===== src/rtl/clk_mon_pkg.sv =====
// Shared constants for the divided-clock monitor: FSM state encoding and
// error codes reported on err_code.
package clk_mon_pkg;

    localparam logic [2:0] ST_IDLE = 3'd0;
    localparam logic [2:0] ST_ACQ  = 3'd1;
    localparam logic [2:0] ST_MEAS = 3'd2;
    localparam logic [2:0] ST_LOCK = 3'd3;
    localparam logic [2:0] ST_FAIL = 3'd4;

    localparam logic [1:0] ERR_NONE   = 2'd0;
    localparam logic [1:0] ERR_PERIOD = 2'd1;
    localparam logic [1:0] ERR_DUTY   = 2'd2;
    localparam logic [1:0] ERR_STUCK  = 2'd3;

endpackage


===== src/rtl/clk_mon_sync_edge_det.sv =====
// Brings the asynchronous monitored clock into the clk domain and detects its
// rising edge. lvl is the synchronized level, rise a one-cycle pulse.
module sync_edge_det (
    input  logic clk,
    input  logic rst,
    input  logic d,
    output logic lvl,
    output logic rise
);

    logic s1, s2, s3;

    // Two-flop synchronizer followed by a delayed copy for edge detection
    always_ff @(posedge clk or negedge rst) begin
        if (!rst) begin
            s1 <= 1'b0;
            s2 <= 1'b0;
            s3 <= 1'b0;
        end else begin
            s1 <= d;
            s2 <= s1;
            s3 <= s2;
        end
    end

    assign lvl  = s2;
    assign rise = s2 & ~s3;

endmodule


===== src/rtl/clk_div_monitor.sv =====
// Divided-clock monitor: measures period and high time of mon_clk in clk
// cycles, declares lock after LOCK_CNT consecutive good periods and raises a
// sticky error on bad period, bad duty or a stuck clock.
module clk_div_monitor
    import clk_mon_pkg::*;
#(
    parameter int DIV      = 3,
    parameter int CW       = 8,
    parameter int LOCK_CNT = 4,
    parameter int TMO      = 16
) (
    input  logic          clk,
    input  logic          rst,
    input  logic          en,
    input  logic          mon_clk,
    input  logic          err_clr,
    output logic          locked,
    output logic          err,
    output logic [1:0]    err_code,
    output logic [CW-1:0] period,
    output logic          period_vld
);

    localparam int GW = (LOCK_CNT > 1) ? $clog2(LOCK_CNT) : 1;

    localparam logic [CW-1:0] ONE    = CW'(1);
    localparam logic [CW-1:0] DIV_C  = CW'(DIV);
    localparam logic [CW-1:0] TMO_C  = CW'(TMO);
    localparam logic [CW-1:0] HI_MIN = CW'(DIV / 2);
    localparam logic [CW-1:0] HI_MAX = CW'((DIV + 1) / 2);
    localparam logic [GW-1:0] LOCK_LAST = GW'(LOCK_CNT - 1);

    logic          s2, rise;
    logic [2:0]    state_q, state_d;
    logic [CW-1:0] cyc_q, hi_q;
    logic [GW-1:0] good_q, good_d;
    logic          locked_d, err_d, rpt;
    logic [1:0]    code_d;
    logic          per_ok, duty_ok;

    // Saturating increment so long gaps never wrap back into a "good" count
    function automatic logic [CW-1:0] sat_add(input logic [CW-1:0] a, input logic inc);
        if (inc && (a != '1))
            return a + ONE;
        return a;
    endfunction

    sync_edge_det u_sync (
        .clk  (clk),
        .rst  (rst),
        .d    (mon_clk),
        .lvl  (s2),
        .rise (rise)
    );

    assign per_ok  = (cyc_q == DIV_C);
    assign duty_ok = (hi_q >= HI_MIN) && (hi_q <= HI_MAX);

    // Period and high-time counters; held at zero while idle or failed so that
    // re-entering ACQ always times out from the moment of entry
    always_ff @(posedge clk or negedge rst) begin
        if (!rst) begin
            cyc_q <= '0;
            hi_q  <= '0;
        end else if (state_q == ST_IDLE || state_q == ST_FAIL) begin
            cyc_q <= '0;
            hi_q  <= '0;
        end else if (rise) begin
            cyc_q <= ONE;
            hi_q  <= ONE;
        end else begin
            cyc_q <= sat_add(cyc_q, 1'b1);
            hi_q  <= sat_add(hi_q, s2);
        end
    end

    // Next-state logic: lock qualification, error classification, enable override
    always_comb begin
        state_d  = state_q;
        good_d   = good_q;
        locked_d = locked;
        err_d    = err;
        code_d   = err_code;
        rpt      = 1'b0;
        case (state_q)
            ST_IDLE: begin
                if (en)
                    state_d = ST_ACQ;
            end
            ST_ACQ: begin
                if (rise) begin
                    state_d = ST_MEAS;
                    good_d  = '0;
                end else if (cyc_q == TMO_C) begin
                    state_d  = ST_FAIL;
                    locked_d = 1'b0;
                    err_d    = 1'b1;
                    code_d   = ERR_STUCK;
                end
            end
            ST_MEAS, ST_LOCK: begin
                if (rise) begin
                    rpt = 1'b1;
                    if (per_ok && duty_ok) begin
                        if (state_q == ST_MEAS) begin
                            if (good_q == LOCK_LAST) begin
                                state_d  = ST_LOCK;
                                locked_d = 1'b1;
                            end else begin
                                good_d = good_q + GW'(1);
                            end
                        end
                    end else begin
                        state_d  = ST_FAIL;
                        locked_d = 1'b0;
                        err_d    = 1'b1;
                        code_d   = per_ok ? ERR_DUTY : ERR_PERIOD;
                    end
                end else if (cyc_q == TMO_C) begin
                    state_d  = ST_FAIL;
                    locked_d = 1'b0;
                    err_d    = 1'b1;
                    code_d   = ERR_STUCK;
                end
            end
            ST_FAIL: begin
                if (err_clr) begin
                    state_d = ST_ACQ;
                    err_d   = 1'b0;
                    code_d  = ERR_NONE;
                end
            end
            default: state_d = ST_IDLE;
        endcase
        if (!en) begin
            state_d  = ST_IDLE;
            good_d   = '0;
            locked_d = 1'b0;
            err_d    = 1'b0;
            code_d   = ERR_NONE;
            rpt      = 1'b0;
        end
    end

    // State, status flags and the reported period
    always_ff @(posedge clk or negedge rst) begin
        if (!rst) begin
            state_q    <= ST_IDLE;
            good_q     <= '0;
            locked     <= 1'b0;
            err        <= 1'b0;
            err_code   <= ERR_NONE;
            period     <= '0;
            period_vld <= 1'b0;
        end else begin
            state_q    <= state_d;
            good_q     <= good_d;
            locked     <= locked_d;
            err        <= err_d;
            err_code   <= code_d;
            period_vld <= rpt;
            if (rpt)
                period <= cyc_q;
        end
    end

endmodule


===== config.mk =====
export PLATFORM = sky130hd
export DESIGN_NAME = clk_div_monitor
export DESIGN_NICKNAME = d
export VERILOG_FILES = /design/src/rtl/clk_mon_pkg.sv /design/src/rtl/clk_mon_sync_edge_det.sv /design/src/rtl/clk_div_monitor.sv
export SDC_FILE = /design/constraint.sdc
export NUM_CORES = 1
export LEC_CHECK = 0
export BUFFER_PORTS_ARGS = -buffer_cell sky130_fd_sc_hd__buf_2
export CAP_MARGIN = 20
export CORE_MARGIN = 4
export CORE_UTILIZATION = 40
export CTS_BUF_LIST = sky130_fd_sc_hd__clkbuf_4
export CTS_CLUSTER_SIZE = 30
export DETAILED_ROUTE_END_ITERATION = 6
export GPL_TIMING_DRIVEN = 0
export PLACE_DENSITY = 0.67
export SETUP_SLACK_MARGIN = 0.1
export SLEW_MARGIN = 40
export SYNTH_ARGS = -nofsm -noshare
export SYNTH_HDL_FRONTEND = slang
export SYNTH_SLANG_ARGS = --single-unit
export TNS_END_PERCENT = 5

===== constraint.sdc =====
create_clock -name clk -period 5.17 [get_ports clk]
set_input_delay 0.7755 -clock clk [delete_from_list [all_inputs] [get_ports clk]]
set_output_delay 0.7755 -clock clk [all_outputs]
set_load 0.02 [all_outputs]

Word-level counts from Yosys, hierarchy flattened:

Index checks and enable logic that the tools add are counted.

* bitwise operators: 2
* reductions and logical operators: 12
* $add $sub $neg: 3
* muxes and demuxes: 56
* order comparisons: 2
* eq/ne operators: 21

Operators by type and width (count)
* 8-bit two-way mux: 8
* 2-bit two-way mux: 13
* 3-bit two-way mux: 8
* 1-bit two-way mux: 22
* 3-bit != test (second input constant): 7
* 8-bit by 1-bit adder with 8-bit output (second input constant): 2
* 8-bit != test (second input constant): 2
* 3-bit case mux with 4 select lines: 1
* 5-bit != test (second input constant): 2
* 8-bit by 2-bit == test with 1-bit output (second input constant): 1
* 8-bit by 5-bit == test with 1-bit output (second input constant): 1
* 8-bit by 1-bit >= comparator with 1-bit output (second input constant): 1
* 8-bit by 2-bit <= comparator with 1-bit output (second input constant): 1
* 4-bit AND reduction: 2
* 3-bit by 2-bit == test with 1-bit output (second input constant): 2
* 2-bit case mux with 3 select lines: 1
* 6-bit AND reduction: 1
* 3-bit nonzero test: 2
* 4-bit by 1-bit != test with 1-bit output (second input constant): 1
* 4-bit != test (second input constant): 1
* 2-bit case mux with 2 select lines: 1
* 3-bit by 1-bit == test with 1-bit output (second input constant): 1
* 3-bit == test (second input constant): 1
* 1-bit logical AND: 3
* other kinds (11): 11

* register bits: 37
* input bits: 5
* word-level logic and storage cells: 108
* output and inout port bits: 13

Longest topological paths before layout:

Gate-level depths: netlist of the first run.

* depth in word-level cells: 8
* gate-level depth with buffers: 7
* gate-level depth less buffers: 7

Hierarchy:

From an unflattened synthesis of the first run, not the netlist that was laid out.

* cell total of the unflattened synthesis: 206
* area total of the unflattened synthesis: 2006.9 sq um

Modules (own cells, without submodules)
* clk_div_monitor: cells an instance 202, area each 1918.1 sq um, times used 1, sequential area each 850.8 sq um
* sync_edge_det: cells an instance 4, area each 88.8 sq um, times used 1, sequential area each 75.1 sq um

Least setup slack after synthesis of the first run:

OpenSTA, ideal clock, no wires.

* path type: input to register
* from: input en
* to: register err_code[0]
* cell stages on the path: 5
* library setup time: 134 ps
* required time: 5036 ps
* path buffers: 1
* slack: 3037 ps
* arrival: 1999 ps
* cell sequence: clkbuf_1 -> nand3_4 -> or4_4 -> a31oi_1 -> a31oi_1

* longest elaborated chain between the ends: 2
* elaborated cells on any way between the ends: 6
* those cells by class: eq/ne (4); mux (1); reduce/logical (1)

RTL lines
* start: declaration: RTL line clk_div_monitor.sv:14 `input logic en,`
* 4-bit by 1-bit != test with 1-bit output (no line) (tied with other cells)
* 4-bit AND reduction (no line)
* end signal: assignment: RTL line clk_div_monitor.sv:160 `err_code <= code_d;`
* end: declaration: RTL line clk_div_monitor.sv:19 `output logic [1:0] err_code,`

Several ways; a longest one is shown, not always the timed one.
A chain may end at the register's enable or synchronous reset.

Worst setup path after layout of the first run:

* from: register cyc_q[0]
* to: register err_code[0]

* longest elaborated chain between the ends: 6
* elaborated cells on any way between the ends: 12
* those cells by class: eq/ne (3); mux (7); reduce/logical (2)

RTL lines
* start: declaration: RTL line clk_div_monitor.sv:35 `logic [CW-1:0] cyc_q, hi_q;`
* start signal: assignment: RTL line clk_div_monitor.sv:72 `cyc_q <= sat_add(cyc_q, 1'b1);`
* 8-bit by 2-bit == test with 1-bit output: RTL line clk_div_monitor.sv:56 `assign per_ok = (cyc_q == DIV_C);`
* 2-bit two-way mux: RTL line clk_div_monitor.sv:117 `code_d = per_ok ? ERR_DUTY : ERR_PERIOD;`
* 2-bit two-way mux: RTL line clk_div_monitor.sv:104 `if (per_ok && duty_ok) begin`
* 2-bit two-way mux: RTL line clk_div_monitor.sv:102 `if (rise) begin`
* 2-bit case mux with 3 select lines: RTL line clk_div_monitor.sv:85 `case (state_q)`
* 2-bit two-way mux: RTL line clk_div_monitor.sv:135 `if (!en) begin`

Several ways; a longest one is shown, not always the timed one. The select of a mux whose other input is x is not followed.

==> flow_summary.ini, run 1 <==
[run_status]
outcome = finished clean

[routing]
route.detailed.vias_per_inst = 5.370
number_of_remaining_drc_errors = 0
number_of_design_rule_violations_left_by_the_first_detailed_router_iteration = 78
detail_route.first_pass.iterations = 4
postRouteWirelength_um = 4044
wl_per_cell_um = 13.99
via_count = 1552
route.antenna.remaining_nets = 0

[clocking]
cts-hold-fix-buffers = 0
htree_levels = 2
clock_sinks = 37
worst_setup_hold_path_clk_slew_ns = 0.13
cts_resized = 0
clkLatencyLatePin_ns = 0.36
cts_tree = done
postCtsSetupRepairBufs = 0
clock-root-buffer = sky130_fd_sc_hd__clkbuf_4
cts_max_path_buffers = 2
cts_buffers = 5

[sta]
whs_ns = 0.3036
timing.fmax_mhz = 488.1
timing.final.crit_period_ns = 2.049
setup-tns-final_ns = 0
layout_worst_path_cycle_share_pct = 39.63
timing_max_transition_violations_final = 0
tightestPinTransition_ns = 0.5153
finalHoldViolations = 0
clock_skew_ns = 0.01585
maxSlewHeadroom_pct = 65.28
count_of_endpoints_failing_setup_in_the_final_report = 0
setup_repair_after_global_routing_missed_its_margin = no

[synthesis]
yosys.area.top_type = sky130_fd_sc_hd__dfrtp_1
synth.yosys.seq_area_share_pct = 47.16
yosys-top-cells-count = 37 x sky130_fd_sc_hd__dfrtp_1, 19 x sky130_fd_sc_hd__nor2_1, 16 x sky130_fd_sc_hd__nand2_1
post_synth_net_total = 209
synth_edf_count = 0
synthDistinctLibCells = 46
syn_area_mm2 = 0.001963
async_s_r_ff_share_synth_pct = 100.0
ys_top_cells_by_area = sky130_fd_sc_hd__dfrtp_1 47%, sky130_fd_sc_hd__mux2_2 4.6%, sky130_fd_sc_hd__ha_1 4.5%, sky130_fd_sc_hd__nor2_1 3.6%, sky130_fd_sc_hd__nand2_1 3.1%
postSynth.topFlopCell = sky130_fd_sc_hd__dfrtp_1
yosysMostFrequentCell = sky130_fd_sc_hd__dfrtp_1
synthCells = 197
synthesis.yosys.warnings = 0
postSynthAreaPerCell_um2 = 9.965
synth_largest_type_area_fraction_pct = 47.16
yosys_register_bits = 37

[global_route]
gr_usage_total_pct = 14.43
antenna_found_initial = 0
grt_max_degree = 25
via_count_of_the_first_global_routing_pass = 1557
global_route_wire_length_before_repair_um = 7120
globalRoute.totalOverflow = 0

[layout]
layout.filler_cells = 447
fraction_of_layout_instances_using_a_drive_strength_above_1_pct = 17.12
utilization_pct = 47.28
nNetsFinal = 233
antenna-diode-count = 0
area_growth_pct = 13.77

[flow_run]
max_cap_viol_count = 0

[power_and_ir_drop]
highest_ir_drop_seen_on_vdd_mv = 0.1126
power.share.sequential_pct = 51.3
p_comb_share_pct = 15.0
power.switching_uw = 175.7
switching_share_pct = 28.40
clkPwrFrac_pct = 33.8
powerDensity_mw_per_mm2 = 277.0
internal_power_uw = 442.9
report.power.total_uw = 618.6
cellLeakagePower_nw = 1.062

[critical_path]
critical_register_to_register_path_endpoint = err_code[0]$_DFFE_PN0P_
required_ns = 5.42
top_fanout_value_on_the_critical_path = 5
cp-start-kind = flip-flop
r2r_cells = 6
regToRegStartpoint = cyc_q[0]$_DFFE_PN0P_
critPathArrivalTime_ns = 2.30
crit_type = reg2reg
worstSetupEndpointType = flip-flop
reg2reg_slack_ns = 3.12

[floorplan]
die_w_um = 78.06
die_area_mm2 = 0.006093
die_height_um = 78.06
placementRows = 25
core_region_area_mm2 = 0.004723
top_level_ports = 18
initial_standard_cell_utilization_of_the_core_pct = 41.56

[placement]
final_gp_congestion = 0.8387
io_buffer_count = 16
place.detailed.hpwl_um = 2925

[min_path]
hold_path.class = in2async
final cells by class:
type / count / area, µm² / area share, %
clock inverter: 2 / 33.78 / 1.513
tap: 67 / 83.83 / 3.754
timing repair buffer: 17 / 107.6 / 4.818
sequential: 37 / 925.9 / 41.46
buffer: 6 / 23.77 / 1.064
multi-input combinational: 142 / 968.4 / 43.36
clock buffer: 6 / 45.04 / 2.017
inverter: 12 / 45.04 / 2.017
cell usage in the layout, fill, tap and decap left out, types with 2 or more instances in the layout:
cell type                   n
sky130_fd_sc_hd__a21oi_1    8
sky130_fd_sc_hd__a31oi_1    9
sky130_fd_sc_hd__and3_1     8
sky130_fd_sc_hd__buf_2     17
sky130_fd_sc_hd__clkbuf_1   5
sky130_fd_sc_hd__clkbuf_4   6
sky130_fd_sc_hd__dfrtp_1   37
sky130_fd_sc_hd__ha_1       7
sky130_fd_sc_hd__inv_1     12
sky130_fd_sc_hd__mux2_2     8
sky130_fd_sc_hd__mux2i_1    2
sky130_fd_sc_hd__nand2_1   16
sky130_fd_sc_hd__nand2b_1   2
sky130_fd_sc_hd__nand3_1    4
sky130_fd_sc_hd__nand4_1    5
sky130_fd_sc_hd__nor2_1    19
sky130_fd_sc_hd__nor3_1     6
sky130_fd_sc_hd__nor3b_1    2
sky130_fd_sc_hd__nor4_1     2
sky130_fd_sc_hd__o21ai_0    7
sky130_fd_sc_hd__o21bai_1   3
sky130_fd_sc_hd__o41ai_1    2
sky130_fd_sc_hd__xnor2_1    5
sky130_fd_sc_hd__xor2_1     4
power by group through the flow:
stage | logic [mW] | registers (mW) | clock network, mW
2_1_floorplan | 0.0598 | 0.324 | 0
3_3_place_gp | 0.0902 | 0.322 | 0
3_5_place_dp | 0.0936 | 0.323 | 0
4_1_cts | 0.0941 | 0.317 | 0.214
5_1_grt | 0.108 | 0.320 | 0.224
6_report | 0.0926 | 0.317 | 0.209
metrics by stage:
step	worst slack, ns	instance area, µm²	instances
finish	3.121	2233	289
global route	2.976	2233	289
floorplan	3.037	1963	197
CTS	3.113	2233	289
detailed placement	2.771	2155	281
global placement	2.780	2127	280
registers in the layout (all words and copies together), names as in the netlist:
name / count
u_sync.s1: 1
err: 1
u_sync.s3: 1
hi_q: 8
cyc_q: 8
err_code: 2
locked: 1
period: 8
good_q: 2
state_q: 3
u_sync.lvl: 1
period_vld: 1
layer usage:
layer | GRT usage [%] | vias to the layer above | wire length, µm
li1 | - | 760 | -
met1 | 19.52 | 751 | 1983
met2 | 22.35 | 33 | 1827
met3 | 2.982 | 8 | 161
met4 | 6.294 | 0 | 72
met5 | 0 | - | 0
worst max path at each step:
stage	startpoint	end	slack, ns	cells past startpoint
2_1_floorplan	en	err_code[0]$_DFFE_PN0P_	3.04	5
3_3_place_gp	en	err_code[0]$_DFFE_PN0P_	2.78	5
3_5_place_dp	en	err_code[0]$_DFFE_PN0P_	2.77	5
4_1_cts	cyc_q[0]$_DFFE_PN0P_	err_code[0]$_DFFE_PN0P_	3.11	6
5_1_grt	cyc_q[5]$_DFFE_PN0P_	good_q[0]$_DFFE_PN0P_	2.98	5
6_report	cyc_q[0]$_DFFE_PN0P_	err_code[0]$_DFFE_PN0P_	3.12	6
kinds of logic (layout without fill, tap and decap cells):
| kind of cell | Yosys count | in the layout | share of synthesized area [%] |
|---|---|---|---|
| XOR/XNOR | 9 | 9 | 4.015 |
| adder cells (fa/ha/maj) | 7 | 7 | 4.461 |
| multiplexers | 10 | 10 | 5.609 |
| buffers and inverters | 18 | 43 | 3.505 |
| AND/OR/NAND/NOR | 72 | 72 | 20.01 |
| flip-flops | 37 | 37 | 47.16 |
| AO/OA/AOI/OAI | 44 | 44 | 15.23 |
worst max-delay path, stage by stage, from the launching register on:
cell and delay [ns]:
sky130_fd_sc_hd__dfrtp_1 0.45, sky130_fd_sc_hd__ha_1 0.23, sky130_fd_sc_hd__nand2b_1 0.13, sky130_fd_sc_hd__a221o_1 0.34, sky130_fd_sc_hd__or4_4 0.54, sky130_fd_sc_hd__a31oi_1 0.19, sky130_fd_sc_hd__a31oi_1 0.05
No activity file was read; power rests on OpenSTA's default activity.
==> run 2: changes to the inputs <==
- clock period: 5.17 -> 2.1 ns (I/O delays scaled with it)
==> run 2 against run 1 <==
  * Register-to-register slack got worse by 2.9 ns
  * Sequential share of layout area fell by 1.3 points
  * Clock power rose by 140%
  * Clock-buffer cell count did not move
  * Largest power group unchanged
  * Non-clock buffer count rose by 7
==> flow_summary.ini, run 2 (synthesized netlist as in run 1, its figures left out) <==
[run_status]
outcome = finished clean

[routing]
number_of_design_rule_violations_left_by_the_first_detailed_router_iteration = 78
postRouteWirelength_um = 4144
detail_route.first_pass.iterations = 4
route.detailed.vias_per_inst = 5.378
number_of_remaining_drc_errors = 0
via_count = 1592
wl_per_cell_um = 14.00
route.antenna.remaining_nets = 0

[min_path]
hold_end = u_sync.s1$_DFF_PN0_
min_path_cells = 1
hold_path.class = in2reg
hold_path.startpoint = mon_clk

[sta]
timing_max_transition_violations_final = 0
clock_skew_ns = 0.01068
setup-tns-final_ns = 0
timing.final.crit_period_ns = 1.914
post-route-worst-setup-slack_ns = 0.1858
setup_repair_after_global_routing_missed_its_margin = no
finalHoldViolations = 0
count_of_endpoints_failing_setup_in_the_final_report = 0
whs_ns = 0.05882
tightestPinTransition_ns = 0.5315
maxSlewHeadroom_pct = 64.19
timing.fmax_mhz = 522.4
layout_worst_path_cycle_share_pct = 91.15

[floorplan]
placementRows = 25
die_area_mm2 = 0.006093
die_w_um = 78.06
core_region_area_mm2 = 0.004723
initial_standard_cell_utilization_of_the_core_pct = 41.56
die_height_um = 78.06
top_level_ports = 18

[flow_run]
max_cap_viol_count = 0

[global_route]
via_count_of_the_first_global_routing_pass = 1611
globalRoute.totalOverflow = 0
grt_max_degree = 25
global_route_wire_length_before_repair_um = 7231
gr_usage_total_pct = 14.62
antenna_found_initial = 0

[critical_path]
worstSetupEndpointType = flip-flop
cp-start-kind = flip-flop
crit_path_start = u_sync.s3$_DFF_PN0_
r2r_cells = 5
crit_type = reg2reg
regToRegStartpoint = u_sync.s3$_DFF_PN0_
reg2reg_slack_ns = 0.19
critical_register_to_register_path_endpoint = err_code[0]$_DFFE_PN0P_
required_ns = 2.34
critPathArrivalTime_ns = 2.16
top_fanout_value_on_the_critical_path = 10

[layout]
reg.largest.list = cyc_q: 8 flops, hi_q: 8 flops, period: 8 flops
final_common_cell = sky130_fd_sc_hd__dfrtp_1
layout.filler_cells = 434
layout_common_cells = 34 x sky130_fd_sc_hd__dfrtp_1, 18 x sky130_fd_sc_hd__nor2_1, 17 x sky130_fd_sc_hd__buf_2
utilization_pct = 49.06
nNetsFinal = 240
area_growth_pct = 18.04
finalNonFillerCells = 296
antenna-diode-count = 0
layout.cell_area.non_filler_mm2 = 0.002317
fraction_of_layout_instances_using_a_drive_strength_above_1_pct = 21.83

[placement]
io_buffer_count = 16
final_gp_congestion = 0.8387
dpl-instance-area_mm2 = 0.002155
pre_cts_setup_slack_ns = 0.07242
place.detailed.hpwl_um = 2925
dpl.cell_count = 281

[clocking]
cts_tree = done
clock_sinks = 37
worst_setup_hold_path_clk_slew_ns = 0.12
cts_buffers = 5
cts_max_path_buffers = 2
clkLatencyLatePin_ns = 0.36
clock-root-buffer = sky130_fd_sc_hd__clkbuf_4
htree_levels = 2

[power_and_ir_drop]
cellLeakagePower_nw = 1.100
highest_ir_drop_seen_on_vdd_mv = 0.2774
powerDensity_mw_per_mm2 = 669.6
report.power.total_mw = 1.552
run 2: worst max path at each step:
stage,depth (start not counted),end
after global routing,5,err_code[0]$_DFFE_PN0P_
after global placement,6,err_code[0]$_DFFE_PN0P_
after floorplan,6,err_code[0]$_DFFE_PN0P_
final,5,err_code[0]$_DFFE_PN0P_
after detailed placement,6,err_code[0]$_DFFE_PN0P_
after CTS,5,good_q[0]$_DFFE_PN0P_
run 2: report_power, final:
part           total (mW)  switching, mW  leakage (nW)  internal [mW]
combinational       0.273          0.164         0.557          0.109
sequential          0.769         0.0237         0.499          0.746
clock               0.509          0.249        0.0433          0.261
total                1.55          0.436          1.10           1.12
run 2: layout make-up:
type | instances | area, µm² | area share, %
Tap cell | 67 | 83.83 | 3.618
Multi-Input combinational cell | 142 | 993.5 | 42.87
Inverter | 12 | 45.04 | 1.944
Buffer | 6 | 23.77 | 1.026
Clock buffer | 6 | 45.04 | 1.944
Clock inverter | 2 | 33.78 | 1.458
Timing Repair Buffer | 24 | 162.7 | 7.019
Sequential cell | 37 | 929.6 | 40.12
run 2: timing repair:
item	CTS	global route
pin swaps	0	2
hold endpoints to repair	13	0
hold buffers	1	0
gates resized for setup	2	5
setup buffers	3	3
gates cloned	0	0
endpoints found under the setup margin	4	7
run 2: routing by layer:
layer / track usage [%] / share of wire, %
met5: 0 / 0
met4: 6.818 / 2.0
met3: 2.982 / 3.9
met2: 22.86 / 46
met1: 19.44 / 48
run 2: critical path, stage by stage, from the launching register on:
cell and delay (ns):
sky130_fd_sc_hd__dfrtp_1 0.45, sky130_fd_sc_hd__nor3b_4 0.28, sky130_fd_sc_hd__nand3_4 0.20, sky130_fd_sc_hd__or4_4 0.63, sky130_fd_sc_hd__a31oi_1 0.19, sky130_fd_sc_hd__a31oi_1 0.05
